File: config.mk
export PLATFORM = sky130hd
export DESIGN_NAME = instr_encoder
export DESIGN_NICKNAME = d
export VERILOG_FILES = /design/src/rtl/rv_enc_pkg.sv /design/src/rtl/enc_fifo2.sv /design/src/rtl/instr_encoder.sv
export SDC_FILE = /design/constraint.sdc
export NUM_CORES = 1
export LEC_CHECK = 0
export ABC_CLOCK_PERIOD_IN_PS = 3000
export BUFFER_PORTS_ARGS = -buffer_cell sky130_fd_sc_hd__clkbuf_2
export CORE_MARGIN = 1
export CORE_UTILIZATION = 49
export CTS_CLUSTER_SIZE = 30
export DETAILED_ROUTE_END_ITERATION = 10
export PLACE_DENSITY_LB_ADDON = 0.1
export SLEW_MARGIN = 20
export SYNTH_ARGS = -nofsm -noshare
export SYNTH_HDL_FRONTEND = slang
export SYNTH_HIERARCHICAL = 1
export SYNTH_SLANG_ARGS = --single-unit
File: constraint.sdc
create_clock -name clk -period 3 [get_ports clk]
set_input_delay 0.6 -clock clk [delete_from_list [all_inputs] [get_ports clk]]
set_output_delay 0.6 -clock clk [all_outputs]
set_load 0.005 [all_outputs]
File: src/rtl/rv_enc_pkg.sv
`default_nettype none
// ============================================================================
// Module   : rv_enc_pkg
// Purpose  : Shared definitions for the RV32I field-bundle encoder: the
//            instruction-format enum, major opcode constants, the canonical
//            NOP word and a sign-extension range helper.
// Ports    : (package, none)
// Revision : 1.0 - initial release
// ============================================================================
package rv_enc_pkg;

  typedef enum logic [2:0] {
    FMT_R = 3'd0,
    FMT_I = 3'd1,
    FMT_S = 3'd2,
    FMT_B = 3'd3,
    FMT_U = 3'd4,
    FMT_J = 3'd5
  } fmt_e;

  localparam logic [6:0] OP_LOAD   = 7'h03;
  localparam logic [6:0] OP_OP_IMM = 7'h13;
  localparam logic [6:0] OP_AUIPC  = 7'h17;
  localparam logic [6:0] OP_STORE  = 7'h23;
  localparam logic [6:0] OP_OP     = 7'h33;
  localparam logic [6:0] OP_LUI    = 7'h37;
  localparam logic [6:0] OP_BRANCH = 7'h63;
  localparam logic [6:0] OP_JAL    = 7'h6F;

  // addi x0,x0,0
  localparam logic [31:0] NOP_INSTR = 32'h0000_0013;

  // FIFO entry = {err, instr}
  localparam int ENC_W = 33;

  // True when v[31:lsb] are all the same bit, i.e. v is representable as a
  // sign-extended (lsb+1)-bit quantity.
  function automatic logic sext_fits(input logic [31:0] v, input int unsigned lsb);
    logic signed [31:0] s;
    s = $signed(v) >>> lsb;
    return (s == 32'sd0) || (s == -32'sd1);
  endfunction

endpackage
`default_nettype wire

File: src/rtl/enc_fifo2.sv
`default_nettype none
// ============================================================================
// Module   : enc_fifo2
// Purpose  : Two-entry synchronous FIFO holding encoded words. Head data is
//            taken straight from storage so it is stable while not popped.
// Ports    : clk, rst       - clock, asynchronous active-high reset
//            push/push_data - write strobe and data (never asserted when full)
//            full           - both entries occupied
//            pop            - read strobe (never asserted when empty)
//            head/not_empty - oldest entry and its valid flag
// Revision : 1.0 - initial release
// ============================================================================
module enc_fifo2 #(
  parameter int WIDTH = 33
) (
  input  logic             clk,
  input  logic             rst,
  input  logic             push,
  input  logic [WIDTH-1:0] push_data,
  output logic             full,
  input  logic             pop,
  output logic [WIDTH-1:0] head,
  output logic             not_empty
);

  logic [WIDTH-1:0] r_mem [2];
  logic             r_wr_ptr;
  logic             r_rd_ptr;
  logic [1:0]       r_count;

  always_ff @(posedge clk or posedge rst) begin
    if (rst) begin
      r_mem[0] <= '0;
      r_mem[1] <= '0;
      r_wr_ptr <= 1'b0;
      r_rd_ptr <= 1'b0;
      r_count  <= 2'd0;
    end else begin
      if (push) begin
        r_mem[r_wr_ptr] <= push_data;
        r_wr_ptr        <= ~r_wr_ptr;
      end
      if (pop) begin
        r_rd_ptr <= ~r_rd_ptr;
      end
      // Simultaneous push and pop leaves the occupancy unchanged.
      case ({push, pop})
        2'b10:   r_count <= r_count + 2'd1;
        2'b01:   r_count <= r_count - 2'd1;
        default: r_count <= r_count;
      endcase
    end
  end

  assign full      = (r_count == 2'd2);
  assign not_empty = (r_count != 2'd0);
  assign head      = r_mem[r_rd_ptr];

endmodule
`default_nettype wire

File: src/rtl/instr_encoder.sv
`default_nettype none
// ============================================================================
// Module   : instr_encoder
// Purpose  : Packs RV32I field bundles into 32-bit instruction words, flags
//            out-of-range immediates and illegal formats, buffers the words in
//            a 2-entry FIFO and tags each output word with a fetch address.
// Ports    : clk, rst                    - clock, async active-high reset
//            in_valid/in_ready           - field-bundle handshake
//            in_fmt, in_opcode, in_rd, in_rs1, in_rs2, in_funct3, in_funct7,
//            in_imm                      - instruction fields
//            out_valid/out_ready         - encoded-word handshake
//            out_instr, out_err          - head word and its error flag
//            out_addr                    - address of the head word
//            clr_addr                    - synchronous address reload
//            err_cnt                     - saturating count of flagged inputs
// Config   : INSTR_ENCODER_UJ_EN - when defined, U and J formats are encoded;
//            otherwise format codes 4/5 are illegal and produce a flagged NOP.
// Revision : 1.0 - initial release
// ============================================================================
module instr_encoder #(
  parameter logic [31:0] BASE_ADDR = 32'h0000_0000,
  parameter int          ERR_W     = 8
) (
  input  logic             clk,
  input  logic             rst,
  input  logic             in_valid,
  output logic             in_ready,
  input  logic [2:0]       in_fmt,
  input  logic [6:0]       in_opcode,
  input  logic [4:0]       in_rd,
  input  logic [4:0]       in_rs1,
  input  logic [4:0]       in_rs2,
  input  logic [2:0]       in_funct3,
  input  logic [6:0]       in_funct7,
  input  logic [31:0]      in_imm,
  output logic             out_valid,
  input  logic             out_ready,
  output logic [31:0]      out_instr,
  output logic [31:0]      out_addr,
  output logic             out_err,
  input  logic             clr_addr,
  output logic [ERR_W-1:0] err_cnt
);

  import rv_enc_pkg::*;

  logic [31:0]      w_instr;
  logic             w_err;
  logic             w_push;
  logic             w_pop;
  logic             w_full;
  logic [ENC_W-1:0] w_head;
  logic [31:0]      r_addr;
  logic [ERR_W-1:0] r_err_cnt;

  // Out-of-range immediates still produce the truncated encoding; only the
  // error flag distinguishes them.
  always_comb begin
    w_instr = NOP_INSTR;
    w_err   = 1'b1;
    case (in_fmt)
      FMT_R: begin
        w_instr = {in_funct7, in_rs2, in_rs1, in_funct3, in_rd, in_opcode};
        w_err   = 1'b0;
      end
      FMT_I: begin
        w_instr = {in_imm[11:0], in_rs1, in_funct3, in_rd, in_opcode};
        w_err   = ~sext_fits(in_imm, 11);
      end
      FMT_S: begin
        w_instr = {in_imm[11:5], in_rs2, in_rs1, in_funct3, in_imm[4:0], in_opcode};
        w_err   = ~sext_fits(in_imm, 11);
      end
      FMT_B: begin
        w_instr = {in_imm[12], in_imm[10:5], in_rs2, in_rs1, in_funct3,
                   in_imm[4:1], in_imm[11], in_opcode};
        w_err   = in_imm[0] | ~sext_fits(in_imm, 12);
      end
`ifdef INSTR_ENCODER_UJ_EN
      FMT_U: begin
        w_instr = {in_imm[31:12], in_rd, in_opcode};
        w_err   = |in_imm[11:0];
      end
      FMT_J: begin
        w_instr = {in_imm[20], in_imm[10:1], in_imm[11], in_imm[19:12], in_rd, in_opcode};
        w_err   = in_imm[0] | ~sext_fits(in_imm, 20);
      end
`endif
      default: begin
        w_instr = NOP_INSTR;
        w_err   = 1'b1;
      end
    endcase
  end

  // in_ready depends only on registered occupancy, never on out_ready.
  assign in_ready = ~w_full;
  assign w_push   = in_valid & in_ready;
  assign w_pop    = out_valid & out_ready;

  enc_fifo2 #(
    .WIDTH(ENC_W)
  ) u_fifo (
    .clk       (clk),
    .rst       (rst),
    .push      (w_push),
    .push_data ({w_err, w_instr}),
    .full      (w_full),
    .pop       (w_pop),
    .head      (w_head),
    .not_empty (out_valid)
  );

  assign out_instr = w_head[31:0];
  assign out_err   = w_head[32];

  // Reload takes priority over the post-pop increment.
  always_ff @(posedge clk or posedge rst) begin
    if (rst) begin
      r_addr <= BASE_ADDR;
    end else if (clr_addr) begin
      r_addr <= BASE_ADDR;
    end else if (w_pop) begin
      r_addr <= r_addr + 32'd4;
    end
  end

  always_ff @(posedge clk or posedge rst) begin
    if (rst) begin
      r_err_cnt <= '0;
    end else if (w_push && w_err && !(&r_err_cnt)) begin
      r_err_cnt <= r_err_cnt + {{(ERR_W-1){1'b0}}, 1'b1};
    end
  end

  assign out_addr = r_addr;
  assign err_cnt  = r_err_cnt;

endmodule
`default_nettype wire
After elaboration in Yosys (flattened, before gate mapping)
Index checks and enable logic that the tools add are counted.
{"block": "word_totals", "regBits": 110}
{"block": "classes", "add_sub_neg": 4, "order_cmp": 3, "eq_ne": 8, "mux": 11, "bitwise": 10, "reduce_logical": 14}
{"cell": "33-bit 2-to-1 mux", "n": 4}
{"cell": "32-bit case mux with 4 select lines", "n": 1}
{"cell": "66-bit bitwise mux", "n": 1}
{"cell": "32-bit logical NOT", "n": 2}
{"cell": "32-bit 2-to-1 mux", "n": 2}
{"cell": "33-bit demux with 1-bit select", "n": 1}
{"cell": "32-bit by 3-bit adder with 32-bit output, second input constant", "n": 1}
{"cell": "21-bit by 1-bit == test with 1-bit output, second input constant", "n": 1}
{"cell": "20-bit by 1-bit == test with 1-bit output, second input constant", "n": 1}
{"cell": "8-bit by 1-bit adder with 8-bit output, second input constant", "n": 1}
{"cell": "8-bit AND reduction", "n": 1}
{"cell": "3-bit by 2-bit == test with 1-bit output, second input constant", "n": 2}
{"cell": "2-bit nonzero test", "n": 3}
{"cell": "1-bit inverter", "n": 5}
{"cell": "2-bit == test, second input constant", "n": 2}
{"cell": "2-bit >= comparator, second input constant", "n": 2}
{"cell": "1-bit inverter with 2-bit output", "n": 2}
{"cell": "2-bit case mux with 2 select lines", "n": 1}
{"cell": "3-bit by 1-bit == test with 1-bit output, second input constant", "n": 1}
{"cell": "1-bit logical AND", "n": 3}
{"cell": "3-bit logical NOT", "n": 1}
{"cell": "1-bit case mux with 3 select lines", "n": 1}
{"cell": "2-bit by 1-bit adder with 2-bit output, second input constant", "n": 1}
{"cell": "1-bit bitwise AND", "n": 2}
{"cell": "other kinds (7)", "n": 8}

Longest topological paths before layout
{"block": "logic_depth", "ltp_word": 7, "ltp_mapped": 9, "ltp_nobuf": 9}

Hierarchy
Netlist, hierarchy kept.
{"module": "enc_fifo2", "instances": 1, "cells_per_inst": 193, "area_per_inst_um2": 3196.8}
{"module": "instr_encoder", "instances": 1, "cells_per_inst": 296, "area_per_inst_um2": 2497.4}

Worst setup path after synthesis
OpenSTA, ideal clock, no wires.
{"block": "synth_timing", "path_type": "in2reg", "from": "input port in_fmt[0]", "to": "register r_err_cnt[7], in the netlist err_cnt[7]", "arrival_ns": 2.036, "slack_ns": 0.840, "path_stages": 7, "path_buffers": 1, "path_cell_list": "clkbuf_2 -> or2_2 -> a21boi_0 -> o32a_2 -> a21oi_4 -> nor4_1 -> mux2_2"}
{"block": "synth_between", "elab_chain_cells": 5}
{"element": "from (decl)", "line": "instr_encoder.sv:28", "source": "input logic [2:0] in_fmt,"}
{"element": "3-bit by 2-bit == test with 1-bit output / 3-bit by 1-bit == test with 1-bit output (equally long branches)", "line": "instr_encoder.sv:61", "source": "case (in_fmt)"}
{"element": "2-bit OR reduction (no line)"}
{"element": "1-bit case mux with 3 select lines *", "line": "instr_encoder.sv:61"}
{"element": "1-bit logical AND * (2 in a row)", "line": "instr_encoder.sv:131", "source": "end else if (w_push && w_err && !(&r_err_cnt)) begin"}
{"element": "to (signal assigned)", "line": "instr_encoder.sv:132", "source": "r_err_cnt <= r_err_cnt + {{(ERR_W-1){1'b0}}, 1'b1};"}
{"element": "to (decl)", "line": "instr_encoder.sv:54", "source": "logic [ERR_W-1:0] r_err_cnt;"}
Mark *: on every way between the ends. The rest lies on a longest branch, timed or not.
A chain may end at the register's enable or synchronous reset.

Worst setup path in the final report
{"block": "layout_timing", "from": "register u_fifo.r_rd_ptr", "to": "output port out_instr[12]"}
{"block": "layout_between", "elab_chain_cells": 4}
{"element": "from (decl)", "line": "enc_fifo2.sv:28", "source": "logic r_rd_ptr;"}
{"element": "from (signal assigned)", "line": "enc_fifo2.sv:44", "source": "r_rd_ptr <= ~r_rd_ptr;"}
{"element": "1-bit inverter with 2-bit output (implied by the code)", "line": "enc_fifo2.sv:57", "source": "assign head = r_mem[r_rd_ptr];"}
{"element": "33-bit 2-to-1 mux (implied by the code) (3 in a row)", "line": "enc_fifo2.sv:57"}
{"element": "to (decl)", "line": "instr_encoder.sv:38", "source": "output logic [31:0] out_instr,"}
Every way passes these cells. The select of a mux whose other input is x is not followed.

==> results.sh <==
export IMPL_cts_tree="done"
export IMPL_synth_warnings=6
export IMPL_drive_above_1_share_pct=45.25
export IMPL_finalCritPeriodShare_pct=78.33
export IMPL_timing_rr_start="u_fifo/r_count[0]"
export IMPL_synth_area_top_cells="dfrtp_1 (47%), mux2_2 (14%), mux2_4 (7.9%)"
export IMPL_gp_congestion=0.8379
export IMPL_synth_ff_type="dfrtp_1"
export IMPL_first_pass_iters=4
export IMPL_worstMarginPinSlew_ps=650.3
export IMPL_synth_top_area_cell="dfrtp_1"
export IMPL_core_um2=11370
export IMPL_synth_most_common_cell="dfrtp_1"
export IMPL_power_total_mw=5.361
export IMPL_ir_worst_vdd_v=0.0004652
export IMPL_crit_required_ps=2400
export IMPL_r2r_end="u_fifo/r_mem[62]"
export IMPL_hpwl_um=8597
export IMPL_start_util_pct=50.08
export IMPL_synthToLayoutAreaGrowth_pct=18.94
export IMPL_antenna_found_initial=0
export IMPL_hold_violations=0
export IMPL_grt_pass1_vias=3994
export IMPL_critPathCaptureType="output port"
export IMPL_synth_cell_area_um2=5694
export IMPL_drtIter0Drc=160
export IMPL_die_area_um2=12060
export IMPL_final_min_clock_period_ps=2350
export IMPL_rows=39
export IMPL_synth_edf_count=0
export IMPL_leakage_nw=3.362
export IMPL_cts_inserted_buffers=9
export IMPL_path_class="reg -> out"
export IMPL_async_flop_share_pct=100.0
export IMPL_synthDistinctLibCells=41
export IMPL_slew_violations=0
export IMPL_layout_nets=702
export IMPL_io_pins=147
export IMPL_holdCritPathClass="in -> async"
export IMPL_cap_violations=0
export IMPL_routed_wl_um=12080
export IMPL_netlist_area_leader_share_pct=47.46
export IMPL_syn_area_per_cell_um2=11.64
export IMPL_outcome="completed"
export IMPL_clk_pin_slew_ps=70
export IMPL_track_usage_pct=21.10
export IMPL_grt_max_degree=43
export IMPL_power_density_nw_per_um2=791.5
export IMPL_cts_hold_buf=0
export IMPL_wl_per_cell_um=15.58
export IMPL_r2r_setup_slack_ps=900
export IMPL_vias_per_cell=5.223
export IMPL_h_tree_depth=3
export IMPL_clock_latency_ps=340
export IMPL_dr_total_vias=4048
export IMPL_overflow=0
export IMPL_cts_setup_buffers=0
export IMPL_synthTopCellsByCount="dfrtp_1 (108), mux2_2 (72), nor2_1 (50)"
export IMPL_antenna_cells=0
export IMPL_crit_path_start_kind="flip-flop"
export IMPL_max_freq_mhz=425.6
export IMPL_cts_sinks=108
export IMPL_synth_seq_cells=108
export IMPL_rsz0062_at_grt="false"
export IMPL_drc_errors=0
export IMPL_cp_max_fo=25
export IMPL_grt_pass1_wl_um=19350
export IMPL_finalSetupTns_ps=0
export IMPL_cts_buffer_depth=2
export IMPL_finalClockSkew_ps=9.964
export IMPL_cts_resized=0
export IMPL_syn_inst=489
export IMPL_setup_viol=0
export IMPL_yosysSeqAreaShare_pct=47.46
export IMPL_fp_dieW_um=109.8
export IMPL_ff2ff_path_depth=7
export IMPL_clockRootBuffer="clkbuf_16"
export IMPL_ant_nets=0
export IMPL_die_height_um=109.8
export IMPL_hold_ws_ps=339.4
export IMPL_port_buffers=144
export IMPL_startpoint="u_fifo/r_rd_ptr"
export IMPL_worstPathArrival_ps=1750
export IMPL_max_slew_margin_rel_pct=56.58
[per-stage QoR]
| stage | util (%) | cells | setup slack, ps | area (um2) |
|---|---|---|---|---|
| 6_report | 59.57 | 775 | 650.2 | 6773 |
| 5_1_grt | 59.57 | 775 | 554.2 | 6773 |
| 4_1_cts | 59.57 | 775 | 617.7 | 6773 |
| 3_5_place_dp | 57.10 | 759 | 469.9 | 6492 |
| 3_3_place_gp | 57.10 | 759 | 545.9 | 6492 |
| 2_1_floorplan | - | 490 | 631.8 | 5698 |
[state kept, by name (all words and copies together), names as in the netlist]
register	flops
out_addr	30
u_fifo/r_mem	66
u_fifo/r_wr_ptr	1
u_fifo/r_count	2
err_cnt	8
u_fifo/r_rd_ptr	1
[metal layers]
layer | track usage [%] | up-vias | wire (um)
met1 | 26.21 | 1988 | 5227
met5 | 0 | - | 0
met3 | 5.750 | 6 | 667
li1 | - | 1966 | -
met4 | 5.810 | 0 | 60
met2 | 35.98 | 88 | 6121
[placed cells by master, fill, tap and decap left out, drive strengths merged, types with 6 or more instances in the layout]
master,n
nand4,12
inv,12
xor2,25
nor2,50
nand2,30
xnor2,12
or2,6
buf,8
nor4,12
nand3,16
dfrtp,108
o21ai,8
a21oi,12
clkbuf,156
nor3,9
mux2,102
nor2b,15
mux2i,11
[report_power, final]
part	total, mW	switching [mW]	internal [mW]
registers	2.23	0.294	1.93
logic	2.01	0.799	1.21
clock network	1.12	0.514	0.607
total	5.36	1.61	3.75
[worst max-delay path by stage]
stage / endpoint
after global placement: err_cnt[7]
after CTS: out_instr[12]
after floorplan: u_fifo/r_count[0]
final: out_instr[12]
after detailed placement: err_cnt[7]
after global routing: out_instr[29]
[worst max-delay path, stage by stage (launching register included)]
cell and delay, ps:
dfrtp_1 650, buf_12 260, mux2_2 360, clkbuf_2 120
[kinds of logic after synthesis]
| logic type | share of synthesized area [%] |
|---|---|
| AO/OA/AOI/OAI | 3.208 |
| buffers and inverters | 4.394 |
| XOR/XNOR | 5.691 |
| adder cells (fa/ha/maj) | 0.6593 |
| AND/OR/NAND/NOR | 14.44 |
| multiplexers | 24.08 |
| flip-flops | 47.46 |
| other | 0.06586 |
[final cells by class]
type / count / area [um2]
fillers: 1006 / 4597
multi-input cells: 344 / 2748
flip-flops and latches: 108 / 2703
repair buffers: 152 / 818.3
clock buffers: 12 / 256.5
well taps: 143 / 178.9
inverters: 12 / 45.04
clock inverters: 4 / 23.77
(Power assumes the default switching activity.)
